### src/rtl/uart_pkg.sv
// Shared definitions for the UART transmit scheduler: FSM state encoding and width helpers.
// No logic of its own; latency and backpressure live in the modules that import it.
package uart_pkg;

    localparam int UART_DATA_BITS = 8;

    typedef enum logic [1:0] {
        ST_IDLE      = 2'd0,
        ST_GRANT     = 2'd1,
        ST_LAUNCH    = 2'd2,
        ST_WAIT_DONE = 2'd3
    } sched_state_e;

    // A single requester still needs a 1-bit id field.
    function automatic int id_width(input int n);
        return (n > 1) ? $clog2(n) : 1;
    endfunction

endpackage

### src/rtl/rr_arbiter.sv
// Round-robin pick: rotate the requests so ptr lands on bit 0, take the lowest set bit, map it back.
// Purely combinational, zero latency; it never stalls, an empty request vector just drops gnt_any.
module rr_arbiter
    import uart_pkg::*;
#(
    parameter int NUM_REQ = 4,
    localparam int IDW = id_width(NUM_REQ)
) (
    input  logic [NUM_REQ-1:0] req,
    input  logic [IDW-1:0]     ptr,
    output logic [IDW-1:0]     gnt_id,
    output logic               gnt_any
);

    logic [2*NUM_REQ-1:0] req_dbl;
    logic [NUM_REQ-1:0]   req_rot;
    logic [IDW-1:0]       offset;
    logic [IDW:0]         sum;

    assign req_dbl = {req, req} >> ptr;
    assign req_rot = req_dbl[NUM_REQ-1:0];
    assign gnt_any = |req;

    // Scanning downwards leaves the lowest set position in offset.
    always_comb begin
        offset = '0;
        for (int i = NUM_REQ - 1; i >= 0; i--) begin
            if (req_rot[i]) begin
                offset = IDW'(i);
            end
        end
    end

    always_comb begin
        sum = {1'b0, ptr} + {1'b0, offset};
        if (sum >= (IDW + 1)'(NUM_REQ)) begin
            sum = sum - (IDW + 1)'(NUM_REQ);
        end
        gnt_id = sum[IDW-1:0];
    end

endmodule

### src/rtl/uart_tx_sched.sv
// Packet-locked round-robin feeder that shares one UART bit transmitter between NUM_REQ byte sources.
// One byte per DATA_BITS+6 cycles; a requester waits on req_ready until the lock and the transmitter are free.
module uart_tx_sched
    import uart_pkg::*;
#(
    parameter int NUM_REQ   = 4,
    parameter int DATA_BITS = UART_DATA_BITS,
    parameter int MAX_PKT   = 64,
    localparam int IDW  = id_width(NUM_REQ),
    localparam int CNTW = $clog2(MAX_PKT + 1)
) (
    input  logic                           clk,
    input  logic                           reset,
    input  logic [NUM_REQ-1:0]             req_valid,
    input  logic [NUM_REQ*DATA_BITS-1:0]   req_data,
    input  logic [NUM_REQ-1:0]             req_last,
    output logic [NUM_REQ-1:0]             req_ready,
    output logic                           tx_start,
    output logic [DATA_BITS-1:0]           tx_data,
    input  logic                           tx_done,
    output logic                           busy,
    output logic                           grant_valid,
    output logic [IDW-1:0]                 grant_id,
    output logic                           pkt_err
);

    sched_state_e         state;
    logic                 lock;
    logic [IDW-1:0]       ptr;
    logic [IDW-1:0]       owner;
    logic [CNTW-1:0]      byte_cnt;
    logic [DATA_BITS-1:0] hold;
    logic                 last_q;
    logic [NUM_REQ-1:0]   ready_q;
    logic                 start_q;
    logic                 err_q;

    logic [IDW-1:0]       arb_id;
    logic                 arb_any;
    logic [IDW-1:0]       ptr_next;
    logic [DATA_BITS-1:0] data_arr [NUM_REQ];

    for (genvar g = 0; g < NUM_REQ; g++) begin : g_unpack
        assign data_arr[g] = req_data[g*DATA_BITS +: DATA_BITS];
    end

    rr_arbiter #(
        .NUM_REQ (NUM_REQ)
    ) u_arb (
        .req     (req_valid),
        .ptr     (ptr),
        .gnt_id  (arb_id),
        .gnt_any (arb_any)
    );

    assign ptr_next = (owner == IDW'(NUM_REQ - 1)) ? '0 : owner + 1'b1;

    always_ff @(posedge clk) begin
        if (!reset) begin
            state    <= ST_IDLE;
            lock     <= 1'b0;
            ptr      <= '0;
            owner    <= '0;
            byte_cnt <= '0;
            hold     <= '0;
            last_q   <= 1'b0;
            ready_q  <= '0;
            start_q  <= 1'b0;
            err_q    <= 1'b0;
        end else begin
            ready_q <= '0;
            start_q <= 1'b0;
            err_q   <= 1'b0;
            case (state)
                ST_IDLE: begin
                    // A held lock ignores everyone but the owner, even if the owner is idle.
                    if (lock) begin
                        if (req_valid[owner]) begin
                            ready_q <= NUM_REQ'(1) << owner;
                            state   <= ST_GRANT;
                        end
                    end else if (arb_any) begin
                        owner   <= arb_id;
                        lock    <= 1'b1;
                        ready_q <= NUM_REQ'(1) << arb_id;
                        state   <= ST_GRANT;
                    end
                end
                ST_GRANT: begin
                    hold     <= data_arr[owner];
                    last_q   <= req_last[owner];
                    byte_cnt <= byte_cnt + 1'b1;
                    start_q  <= 1'b1;
                    state    <= ST_LAUNCH;
                end
                ST_LAUNCH: begin
                    state <= ST_WAIT_DONE;
                end
                ST_WAIT_DONE: begin
                    if (tx_done) begin
                        state <= ST_IDLE;
                        if (last_q || byte_cnt == CNTW'(MAX_PKT)) begin
                            lock     <= 1'b0;
                            ptr      <= ptr_next;
                            byte_cnt <= '0;
                            err_q    <= !last_q;
                        end
                    end
                end
                default: begin
                    state <= ST_IDLE;
                end
            endcase
        end
    end

    assign req_ready   = ready_q;
    assign tx_start    = start_q;
    assign tx_data     = hold;
    assign pkt_err     = err_q;
    assign grant_valid = lock;
    assign grant_id    = owner;
    assign busy        = (state != ST_IDLE) || lock;

endmodule

### config.mk
export PLATFORM = sky130hd
export DESIGN_NAME = uart_tx_sched
export DESIGN_NICKNAME = d
export VERILOG_FILES = /design/src/rtl/uart_pkg.sv /design/src/rtl/rr_arbiter.sv /design/src/rtl/uart_tx_sched.sv
export SDC_FILE = /design/constraint.sdc
export NUM_CORES = 1
export LEC_CHECK = 0
export ABC_AREA = 1
export ABC_CLOCK_PERIOD_IN_PS = 1840
export CORE_MARGIN = 8
export CORE_UTILIZATION = 35
export CTS_BUF_LIST = sky130_fd_sc_hd__clkbuf_2 sky130_fd_sc_hd__clkbuf_4 sky130_fd_sc_hd__clkbuf_8
export DETAILED_ROUTE_END_ITERATION = 10
export GPL_TIMING_DRIVEN = 0
export PLACE_DENSITY = 0.69
export SYNTH_ARGS = -nofsm -noshare
export SYNTH_HDL_FRONTEND = slang
export SYNTH_SLANG_ARGS = --single-unit
### constraint.sdc
create_clock -name clk -period 1.84 [get_ports clk]
set_input_delay 0.46 -clock clk [delete_from_list [all_inputs] [get_ports clk]]
set_output_delay 0.46 -clock clk [all_outputs]
set_load 0.02 [all_outputs]
; Yosys cells after proc, flatten, opt, wreduce, memory -nomap -nowiden
; Cells that the tools add are included.
[word_totals]
ff_bits = 29
latchBits = 0
ramBits = 0
romBits = 0
in_bits = 43
out_inout_bits = 18
word_cells = 76
mem_count = 0
[classes]
addsub = 4
n_mul = 0
n_div = 0
order_cmp = 3
eq_ne = 9
n_shift = 3
n_mux = 30
bitwise = 2
reduce_logical = 15
[op_table]
columns = operator, count
row1 = two-way mux 2 bit, 10
row2 = binary-select mux 8 bit (select 2 bit), 1
row3 = two-way mux 8 bit, 2
row4 = AND reduction 3 bit, 5
row5 = two-way mux 7 bit, 2
row6 = one-hot mux 7 bit (2 select lines), 1
row7 = two-way mux 4 bit, 3
row8 = one-hot mux 2 bit (4 select lines), 1
row9 = left shift 1 x 2 -> 4 bit (first input constant), 2
row10 = >> shifter 8 x 2 -> 4 bit, 1
row11 = adder 7 x 1 -> 7 bit (second input constant), 1
row12 = equality test 7 bit (second input constant), 1
row13 = two-way mux 1 bit, 7
row14 = equality test 2 bit (second input constant), 3
row15 = >= comparator 3 bit (second input constant), 2
row16 = inequality test 3 bit (second input constant), 2
row17 = nonzero test 2 bit, 3
row18 = binary-select mux 1 bit (select 2 bit), 2
row19 = inequality test 2 bit (second input constant), 2
row20 = AND reduction 4 bit, 1
row21 = OR reduction 4 bit, 1
row22 = adder 2 x 2 -> 3 bit, 1
row23 = < comparator 2 x 3 -> 1 bit (second input constant), 1
row24 = inverter 2 -> 3 bit, 1
row25 = 9 further kinds, 10

; Depth between registers and ports, before layout
; Gate-level depths: netlist (run 1).
[depth]
word_depth = 11
depth_mapped = 13
mapped_depth_nobuf = 13

; Cells and area by module
; A second synthesis (run 1) with hierarchy kept.
[unflattened]
cells_unflattened = 293
hier_area_um2 = 1938.1
[by_module_without_submodules]
columns = mod, instances, cells_per_inst, area_each_um2, seq_area_each_um2
row1 = uart_tx_sched, 1, 258, 1770.4, 580.6
row2 = rr_arbiter, 1, 35, 167.7, 0.0

; Worst setup path after synthesis (run 1)
; Ideal clock, no wire load.
[synth_path]
kind = in2reg
startpoint = input port req_valid[1]
endpoint = register owner[1], in the netlist grant_id[1]
setup_time_ps = 109
arrival_ps = 1576
path_slack_ps = 155
stages = 12
n_path_buf = 0
cell_sequence = nand2_1 -> nand3_1 -> nand2_2 -> nand3_1 -> a21boi_1 -> ha_1 -> xnor2_1 -> inv_2 -> nand2_4 -> nand3_1 -> nand2_1 -> inv_1
[synth_between]
elab_chain_len = 8
[synth_lines]
columns = item, line_no
row1 = start: declaration, uart_tx_sched.sv:14  ; input logic [NUM_REQ-1:0] req_valid,
row2 = >> shifter 8 x 2 -> 4 bit, rr_arbiter.sv:20  ; assign req_dbl = {req, req} >> ptr;
row3 = two-way mux 2 bit (4 in a row), rr_arbiter.sv:28  ; if (req_rot[i]) begin
row4 = adder 2 x 2 -> 3 bit, rr_arbiter.sv:35  ; sum = {1'b0, ptr} + {1'b0, offset};
row5 = >= comparator 3 bit / subtractor 2 x 1 -> 2 bit (equally long branches), "rr_arbiter.sv:36, rr_arbiter.sv:37"
row6 = two-way mux 2 bit, rr_arbiter.sv:36  ; if (sum >= (IDW + 1)'(NUM_REQ)) begin
row7 = end signal: assignment, uart_tx_sched.sv:83  ; owner <= arb_id;
row8 = end: declaration, uart_tx_sched.sv:30  ; logic [IDW-1:0] owner;
; Several ways; a longest one is shown, not always the timed one.
; A chain may end at the register's enable or synchronous reset.

; Worst setup path after layout (run 1)
[layout_path]
startpoint = register owner[1], in the netlist grant_id[1]
endpoint = output port grant_id[1]
[layout_rtl]
columns = item, line_no
row1 = end: declaration, uart_tx_sched.sv:23  ; output logic [IDW-1:0] grant_id,
; No word-level cell between the ends.

==> results of run 1 <==
==> layer usage <==
layer,GRT usage (%),routed length (um),up-vias
li1,-,-,1048
met1,15.10,2376,878
met2,21.43,2334,61
met3,7.057,496,6
met4,3.687,45,0
met5,0,0,-
==> Yosys cell counts, types with 2 or more instances <==
library cell / n / area [um2]
a21oi_1: 13 / 65.06
buf_2: 4 / 20.02
clkbuf_1: 5 / 18.77
dfxtp_1: 29 / 580.6
ha_1: 11 / 137.6
inv_1: 26 / 97.59
inv_2: 7 / 26.28
nand2_1: 45 / 168.9
nand2_2: 5 / 31.28
nand2_4: 3 / 33.78
nand3_1: 23 / 115.1
nand3b_1: 4 / 30.03
nor2_1: 49 / 183.9
o21ai_0: 23 / 115.1
o21ai_1: 10 / 50.05
o22ai_1: 9 / 56.30
or2_2: 2 / 12.51
xnor2_1: 3 / 26.28
==> where the power goes <==
| part | internal, mW | leakage (nW) | switching (mW) | total (mW) |
|---|---|---|---|---|
| Clock | 0.440 | 0.0574 | 0.258 | 0.698 |
| Combinational | 0.606 | 0.926 | 0.873 | 1.48 |
| Sequential | 0.779 | 0.239 | 0.104 | 0.883 |
| Total | 1.83 | 1.22 | 1.23 | 3.06 |
==> sequential cells by signal (all words and copies together), names as in the netlist, 2 cells and up <==
register	cells
byte_cnt	7
grant_id	2
ptr	2
req_ready	4
state	2
tx_data	8
==> metrics by stage <==
stage	instance area [um2]	TNS [ns]	hold slack, ns	worst slack [ns]	utilization (%)
6_report	2695	0	0.4985	0.07817	52.77
5_1_grt	2695	-0.008002	0.4909	-0.008002	52.77
4_1_cts	2660	0	0.4923	0.03046	52.08
3_5_place_dp	2536	-2.818	0.4998	-0.5436	49.66
3_3_place_gp	2536	-2.608	0.4956	-0.5090	49.66
2_1_floorplan	1858	0	0.4744	0.1547	-
==> layout by cell type, fill, tap and decap left out, types with 9 or more instances in the layout <==
cell type | Yosys | layout
a21oi_1 | 13 | 13
clkdlybuf4s50_1 | 0 | 52
dfxtp_1 | 29 | 26
ha_1 | 11 | 10
inv_1 | 26 | 26
nand2_1 | 45 | 43
nand3_1 | 23 | 21
nor2_1 | 49 | 49
o21ai_0 | 23 | 23
o21ai_1 | 10 | 10
o22ai_1 | 9 | 9
==> cells by family (layout without fill, tap and decap cells) <==
group	Yosys count	after routing
compound gates	59	59
xor+xnor	3	3
fa+ha+maj	11	11
buf+inv	45	113
flops	29	29
simple gates	134	134
==> area by class of cell <==
cell class                 instances  share of cell area (%)
tap                               70                   3.250
multi-input combinational        207                   41.69
clock buffer                       6                   3.064
buffer                            11                   2.136
clock inverter                     2                   1.393
timing repair buffer              60                   21.68
inverter                          34                   5.014
sequential                        29                   21.77
==> worst paths after layout <==
path                                    to                     start  cells past startpoint  slack, ns
setup / recovery               grant_id[1]  grant_id[1]$_SDFFE_PN0P_                      1       0.08
hold / removal         tx_start$_SDFF_PN0_                     reset                      3       0.50
setup reg to reg  grant_id[1]$_SDFFE_PN0P_       ptr[1]$_SDFFE_PN0P_                     12       0.16
hold reg to reg   byte_cnt[6]$_SDFFE_PN0P_  byte_cnt[6]$_SDFFE_PN0P_                      2       0.51
==> repair_timing <==
action / in CTS / in global routing
setup endpoints to repair: 8 / 7
gates resized for setup: 10 / 18
buffers inserted: 0 / 1
pin swaps: 1 / 9
endpoints found under the hold margin: 0 / 0
==> impl_metrics.json, run 1 <==
{
  "run_status": "finished, final reports clean",
  "drtPass1Iterations": 4,
  "period_share_pct": 95.75,
  "synth_ff_type": "dfxtp_1",
  "critPathCaptureType": "output pin",
  "synth_edf_count": 0,
  "drive_above_1_share_pct": 14.04,
  "placementRows": 26,
  "synth_xor_area_share_pct": 1.414,
  "drc": 0,
  "synth_nets": 335,
  "die_w_um": 88.86,
  "grt_pass1_wl_um": 8300,
  "grt_max_degree": 12,
  "synth-seq-area-share_pct": 31.25,
  "hold_buffers": 0,
  "htree_levels": 2,
  "routedWlPerCell_um": 12.54,
  "multiInputGateArea_um2": 1124,
  "ys_seq_elements": 29,
  "track_usage_pct": 13.40,
  "initial_core_util_pct": 36.38,
  "antenna_found_initial": 0,
  "n_fill_cell": 531,
  "synth_top_family_by_area": "simple AND/OR/NAND/NOR gates",
  "setup_viol": 0,
  "max_stage_delay_ns": 0.63,
  "p_leak_nw": 1.222,
  "clock_latency_ns": 0.28,
  "overflow": 0,
  "area_growth_pct": 45.05,
  "postRouteAntennaNets": 0,
  "syn_inst": 281,
  "power.density_nw_per_um2": 1135,
  "tightest_slew_ns": 0.5813,
  "hold_class": "in -> reg",
  "peakVddDrop_v": 0.0007103,
  "synth_cell_types": 28,
  "layout_min_cycle_time_ns": 1.762,
  "finClkSkew_ns": 0.008070,
  "crit_slowest_cell": "clkdlybuf4s50_1",
  "clkSinkCount": 29,
  "synthMuxAreaShare_pct": 0,
  "cts_root_buf": "clkbuf_8",
  "vias_per_cell": 4.757,
  "cts_tree": "done",
  "dieArea_um2": 7896,
  "cts_inserted_buffers": 5,
  "syn_area_per_cell_um2": 6.612,
  "path_clk_slew_ns": 0.07,
  "synth_fa_ha_area_share_pct": 7.407,
  "critical_path_class": "reg -> out",
  "ys_async_sr_fraction_pct": 0,
  "hpwl_um": 4117,
  "drtIter0Drc": 98,
  "yosysWarnings": 0,
  "syn_area_um2": 1858,
  "crit_family": "buffers and inverters",
  "place.gp.congestion": 0.8191,
  "fp.dieH_um": 88.86,
  "io_pins": 61,
  "cap_violations": 0,
  "diodes": 0,
  "synth_compound_area_share_pct": 17.17,
  "routed_wl_um": 5253,
  "cp.required_ns": 1.38,
  "port_buffers": 59,
  "final_nets": 402,
  "path_buf_inv": 1,
  "drv_slew": 0,
  "hold_violations": 0,
  "startpoint_type": "register",
  "grt_pass1_vias": 1813,
  "post-place-cells": 410,
  "maxClockFrequency_mhz": 567.6,
  "regArea_um2": 586.8,
  "arrival_ns": 1.30,
  "core_um2": 5107,
  "path_cells": "clkdlybuf4s50_1",
  "route.vias.total": 1993,
  "slew_headroom_pct": 61.25,
  "stdcell_count": 419,
  "clk_path_buf_depth": 2,
  "crit_path_max_fanout": 5,
  "power.total_mw": 3.060,
  "synth-simple-area-share_pct": 32.53
}
Note: power is estimated with default switching activity, not from simulation.
==> inputs of run 2 (changes only) <==
- ABC_CLOCK_PERIOD_IN_PS: 1840 -> 1900
- PLACE_DENSITY: 0.69 -> 0.68
- SYNTH_HIERARCHICAL: not set -> 1
- clock period: 1.84 -> 1.9 ns (I/O delays scaled with it)
==> impl_metrics.json, run 2 <==
{
  "layout_common_cells": "55 x clkdlybuf4s50_1, 45 x nor2_1, 42 x nand2_1",
  "port_buffers": 60,
  "overflow": 0,
  "synth_cell_types": 32,
  "largest_reg_flops": 8,
  "core_um2": 5439,
  "run_status": "finished, final reports clean",
  "drc": 0,
  "route.vias.total": 2134,
  "path_buf_inv": 3,
  "syn_inst": 293,
  "grt_pass1_vias": 2130,
  "setup_viol": 0,
  "crit_path_max_fanout": 7,
  "cap_violations": 0,
  "clk_path_buf_depth": 2,
  "tightest_slew_ns": 0.5859,
  "cts_root_buf": "clkbuf_8",
  "clock_latency_ns": 0.28,
  "hold_class": "reg -> reg",
  "routedWlPerCell_um": 13.08,
  "yosysWarnings": 6,
  "synth_ff_type": "dfxtp_1",
  "finClkSkew_ns": 0.003714,
  "n_fill_cell": 546,
  "drtPass1Iterations": 4,
  "crit_slowest_cell": "dfxtp_4",
  "hold_buffers": 0,
  "power.density_nw_per_um2": 1194,
  "io_pins": 61,
  "path_cells": "inv_4, nand2_2, nand3_2, nand2_2, nand3_2, a21boi_2, ha_2, xor2_2, inv_1, nand3_2, nand2_4, inv_2, nand4_1, a21oi_2",
  "final_nets": 419,
  "layout_min_cycle_time_ns": 1.866,
  "fp.dieH_um": 90.42,
  "hold_violations": 0,
  "post-place-cells": 425,
  "syn_area_per_cell_um2": 6.615,
  "drv_slew": 0,
  "synth_edf_count": 0,
  "track_usage_pct": 13.66,
  "drive_above_1_share_pct": 15.89,
  "vias_per_cell": 4.883,
  "arrival_ns": 2.07,
  "fin_ws_ns": 0.03426,
  "p_leak_nw": 1.248,
  "diodes": 0,
  "dpl_cell_area_um2": 2629,
  "die_w_um": 90.42,
  "area_growth_pct": 45.19,
  "cts_tree": "done",
  "cts_inserted_buffers": 5,
  "critical_path_class": "reg -> reg",
  "cp.required_ns": 2.11,
  "synth_nets": 348,
  "yosysTopAreaCell": "dfxtp_1",
  "ys_async_sr_fraction_pct": 0,
  "netlist_top_cells_count": "48 x nand2_1, 45 x nor2_1, 33 x inv_1, 31 x nand3_1",
  "yosys-top-cells-area": "dfxtp_1 30%, nand2_1 9.3%, nor2_1 8.7%",
  "drtIter0Drc": 93,
  "routed_wl_um": 5717,
  "path_clk_slew_ns": 0.06,
  "mostFrequentLayoutCell": "clkdlybuf4s50_1",
  "grt_pass1_wl_um": 9315,
  "max_stage_delay_ns": 0.41,
  "syn_area_um2": 1938,
  "rsz0062_at_grt": "true",
  "slew_headroom_pct": 60.94,
  "stdcell_count": 437,
  "synth-seq-area-share_pct": 29.95,
  "grt_max_degree": 12,
  "regArea_um2": 589.3,
  "crit_top_cell": "nand3_2",
  "peakVddDrop_v": 0.0007243,
  "place.gp.congestion": 0.8444,
  "preCtsSetupSlack_ns": -0.5867,
  "dieArea_um2": 8175,
  "antenna_found_initial": 0,
  "multiInputGateArea_um2": 1220,
  "maxClockFrequency_mhz": 536.0,
  "critPathCaptureType": "register",
  "ys_seq_elements": 29,
  "clkSinkCount": 29,
  "synthDominantCellAreaShare_pct": 29.95,
  "period_share_pct": 98.20,
  "synth.most_common_cell": "nand2_1",
  "initial_core_util_pct": 35.63,
  "crit_family": "simple AND/OR/NAND/NOR gates",
  "fin_area_um2": 2814,
  "placementRows": 27,
  "htree_levels": 2,
  "fin_util_pct": 51.74,
  "fin_setup_tns_ns": 0,
  "postRouteAntennaNets": 0,
  "startpoint_type": "register",
  "hpwl_um": 4396
}
[run 2: cell types whose count changed after synthesis, sizes merged, moves of 2 or more]
cell	before	now
a21oi	14	16
buf	6	9
clkbuf	5	3
inv	33	36
nand3	24	32
nand3b	4	0
nand4	0	5
nor2	50	46
xnor2	3	0
xor2	0	2
[run 2: area by class of cell]
type / instances / area share, %
Clock buffer: 6 / 2.712
Timing Repair Buffer: 64 / 21.92
Sequential cell: 29 / 20.94
Buffer: 12 / 2.623
Clock inverter: 2 / 0.3557
Multi-Input combinational cell: 216 / 43.35
Tap cell: 72 / 3.201
Inverter: 36 / 4.891
[run 2: where the power goes]
| part | leakage [nW] | switching, mW | internal, mW |
|---|---|---|---|
| combinational | 0.960 | 1.14 | 0.781 |
| sequential | 0.240 | 0.149 | 0.795 |
| clock | 0.0484 | 0.231 | 0.267 |
[run 2: path summary, 6_finish.rpt]
path,startpoint,endpoint,slack (ns),cells past startpoint
max,ptr[0]$_SDFFE_PN0P_,req_ready[1]$_SDFF_PN0_,0.03,14
min,last_q$_SDFFE_PN0N_,pkt_err$_SDFF_PN0_,0.44,1
max reg2reg,ptr[0]$_SDFFE_PN0P_,req_ready[1]$_SDFF_PN0_,0.03,14
min reg2reg,last_q$_SDFFE_PN0N_,pkt_err$_SDFF_PN0_,0.44,1
[run 2: kinds of logic after synthesis]
logic type / count (synthesis) / share of synthesized area, %
simple gates: 140 / 32.47
compound gates: 62 / 18.14
buf+inv: 48 / 10.78
flops: 29 / 29.95
fa+ha+maj: 12 / 7.747
xor+xnor: 2 / 0.9040
[run 2: through the flow]
stage / hold WS [ns] / power, mW
floorplan: 0.4094 / 2.165
global placement: 0.4258 / 2.812
detailed placement: 0.4321 / 2.839
CTS: 0.4465 / 3.364
global route: 0.4683 / 3.671
finish: 0.4399 / 3.360
[run 2: layer usage]
layer	vias to the layer above	track usage [%]	routed length, um
met5	-	0	0
met3	10	6.650	567
li1	1105	-	-
met2	75	21.72	2521
met4	0	5.548	144
met1	944	15.24	2483
[run 2: what timing repair did]
action	in CTS	in global routing
hold endpoints to repair	0	0
setup endpoints to repair	8	6
gates resized for setup	17	23
pin swaps	10	10
setup buffers	4	0
==> inputs of run 3 (changes only) <==
- CORE_UTILIZATION: 35 -> 40
- PLACE_DENSITY: 0.68 -> 0.75
- RECOVER_POWER: not set -> 100
- SLEW_MARGIN: not set -> 25
==> impl_metrics.json, run 3 (synthesized netlist as in run 2, its figures left out) <==
{
  "layout_common_cells": "53 x clkdlybuf4s50_1, 46 x nand2_1, 45 x nor2_1",
  "clk_path_buf_depth": 2,
  "max_stage_delay_ns": 0.21,
  "cts_root_buf": "clkbuf_8",
  "power.total_mw": 3.367,
  "r2r_slack_ns": 0.08,
  "min_from": "last_q$_SDFFE_PN0N_",
  "p_leak_nw": 1.237,
  "cap_violations": 0,
  "drc": 0,
  "clock_latency_ns": 0.28,
  "grt_max_degree": 12,
  "path_cells": "clkdlybuf4s15_1, nand2_1, nand3_2, nand2_2, nand3_2, a21boi_2, ha_2, xor2_2, inv_1, nand3_2, nand2_2, inv_2, nand4_1, a21oi_1",
  "port_buffers": 60,
  "startpoint_type": "primary input",
  "use_met1_pct": 17.08,
  "final_nets": 419,
  "period_share_pct": 97.04,
  "place.gp.congestion": 0.8284,
  "fin_util_pct": 58.75,
  "maxClockFrequency_mhz": 542.4,
  "hold_class": "reg -> reg",
  "tightest_slew_ns": 0.4660,
  "path_clk_slew_ns": 0.07,
  "n_fill_cell": 445,
  "route.vias.total": 2081,
  "critPathCaptureType": "register",
  "routedWlPerCell_um": 13.01,
  "grt-busiest-layer": "met2",
  "cts_inserted_buffers": 5,
  "setup_viol": 0,
  "htree_levels": 2,
  "crit_family": "simple AND/OR/NAND/NOR gates",
  "met3_usage_pct": 6.877,
  "die_w_um": 85.61,
  "postRouteAntennaNets": 0,
  "rr_worst_depth": 14,
  "drtIter0Drc": 122,
  "mostFrequentLayoutCell": "clkdlybuf4s50_1",
  "vias_per_cell": 4.967,
  "r2r-start": "ptr[0]$_SDFFE_PN0P_",
  "diodes": 0,
  "grt_pass1_wl_um": 9018,
  "track_usage_pct": 14.89,
  "io_pins": 61,
  "use_met2_pct": 23.62,
  "run_status": "finished, final reports clean",
  "crit_path_max_fanout": 4,
  "path_buf_inv": 3,
  "placementRows": 25,
  "overflow": 0,
  "core_um2": 4692,
  "area_growth_pct": 42.22,
  "power.density_nw_per_um2": 1221,
  "antenna_found_initial": 0,
  "hold_buffers": 0,
  "cts_tree": "done",
  "rsz0062_at_grt": "true",
  "crit_slowest_cell": "clkdlybuf4s15_1",
  "drive_above_1_share_pct": 12.05,
  "largest_reg_flops": 8,
  "hold_path_depth": 1,
  "whs_endpoint": "pkt_err$_SDFF_PN0_",
  "drtPass1Iterations": 4,
  "fin_ws_ns": 0.05618,
  "routed_wl_um": 5453,
  "arrival_ns": 2.05,
  "crit_top_cell": "nand3_2",
  "initial_core_util_pct": 41.31,
  "cp.depth": 14,
  "fp.dieH_um": 85.61,
  "peakVddDrop_v": 0.0008186,
  "hpwl_um": 4215,
  "cp.required_ns": 2.11,
  "dieArea_um2": 7328,
  "drv_slew": 0,
  "timing.rr.end": "req_ready[1]$_SDFF_PN0_",
  "slew_headroom_pct": 68.93,
  "critical_path_class": "in -> reg",
  "hold_violations": 0,
  "preCtsSetupSlack_ns": -0.5600,
  "post-place-cells": 407,
  "layout_min_cycle_time_ns": 1.844,
  "finClkSkew_ns": 0.01038,
  "clkSinkCount": 29,
  "grt_pass1_vias": 2056,
  "stdcell_count": 419
}
## run 3: timing repair
item                                   CTS  global route
buffers inserted                         4             0
pin swaps                                9             8
endpoints found under the hold margin    0             0
resized for setup                       13            15
setup endpoints to repair                8             7
## run 3: report_power, final
group / switching [mW] / leakage [nW] / internal, mW
logic: 1.11 / 0.944 / 0.743
registers: 0.161 / 0.239 / 0.794
clock network: 0.235 / 0.0542 / 0.327
## run 3: final cells by class
type	instances	area, um2	share of cell area (%)
multi-input cells	216	1172	42.53
repair buffers	64	619.3	22.47
flip-flops and latches	29	585.6	21.24
inverters	36	137.6	4.993
clock buffers	7	96.34	3.495
plain buffers	12	72.57	2.633
well taps	54	67.56	2.451
clock inverters	1	5.005	0.1816
## run 3: how the worst max path moves through the flow
stage / start / endpoint / slack (ns)
after floorplan: req_valid[1] / req_ready[0]$_SDFF_PN0_ / 0.15
after global placement: req_valid[1] / req_ready[0]$_SDFF_PN0_ / -0.52
after detailed placement: req_valid[1] / req_ready[1]$_SDFF_PN0_ / -0.56
after CTS: req_valid[2] / req_ready[1]$_SDFF_PN0_ / 0.0003
after global routing: ptr[0]$_SDFFE_PN0P_ / req_ready[1]$_SDFF_PN0_ / -0.06
final: req_valid[1] / req_ready[1]$_SDFF_PN0_ / 0.06
## run 3: worst register-to-register path: stages (launching register included)
cell and delay, ns:
dfxtp_4 0.40, inv_4 0.06, nand2_2 0.08, nand3_2 0.07, nand2_2 0.09, nand3_2 0.07
a21boi_2 0.14, ha_2 0.20, xor2_2 0.15, inv_1 0.07, nand3_2 0.06, nand2_2 0.09
inv_2 0.06, nand4_1 0.07, a21oi_1 0.17
## run 3: metrics by stage
| stage | hold WS (ns) | area [um2] | TNS [ns] |
|---|---|---|---|
| floorplan | 0.4094 | 1938 | 0 |
| global placement | 0.4220 | 2606 | -3.559 |
| detailed placement | 0.4408 | 2606 | -3.627 |
| CTS | 0.4507 | 2745 | 0 |
| global route | 0.4842 | 2756 | -0.1494 |
| finish | 0.4574 | 2756 | 0 |
## run 3: metal layers
| metal | vias up | share of wire, % |
|---|---|---|
| met5 | - | 0 |
| met4 | 0 | 2.2 |
| met3 | 12 | 8.9 |
| met2 | 75 | 43 |
| met1 | 889 | 46 |
| li1 | 1105 | - |
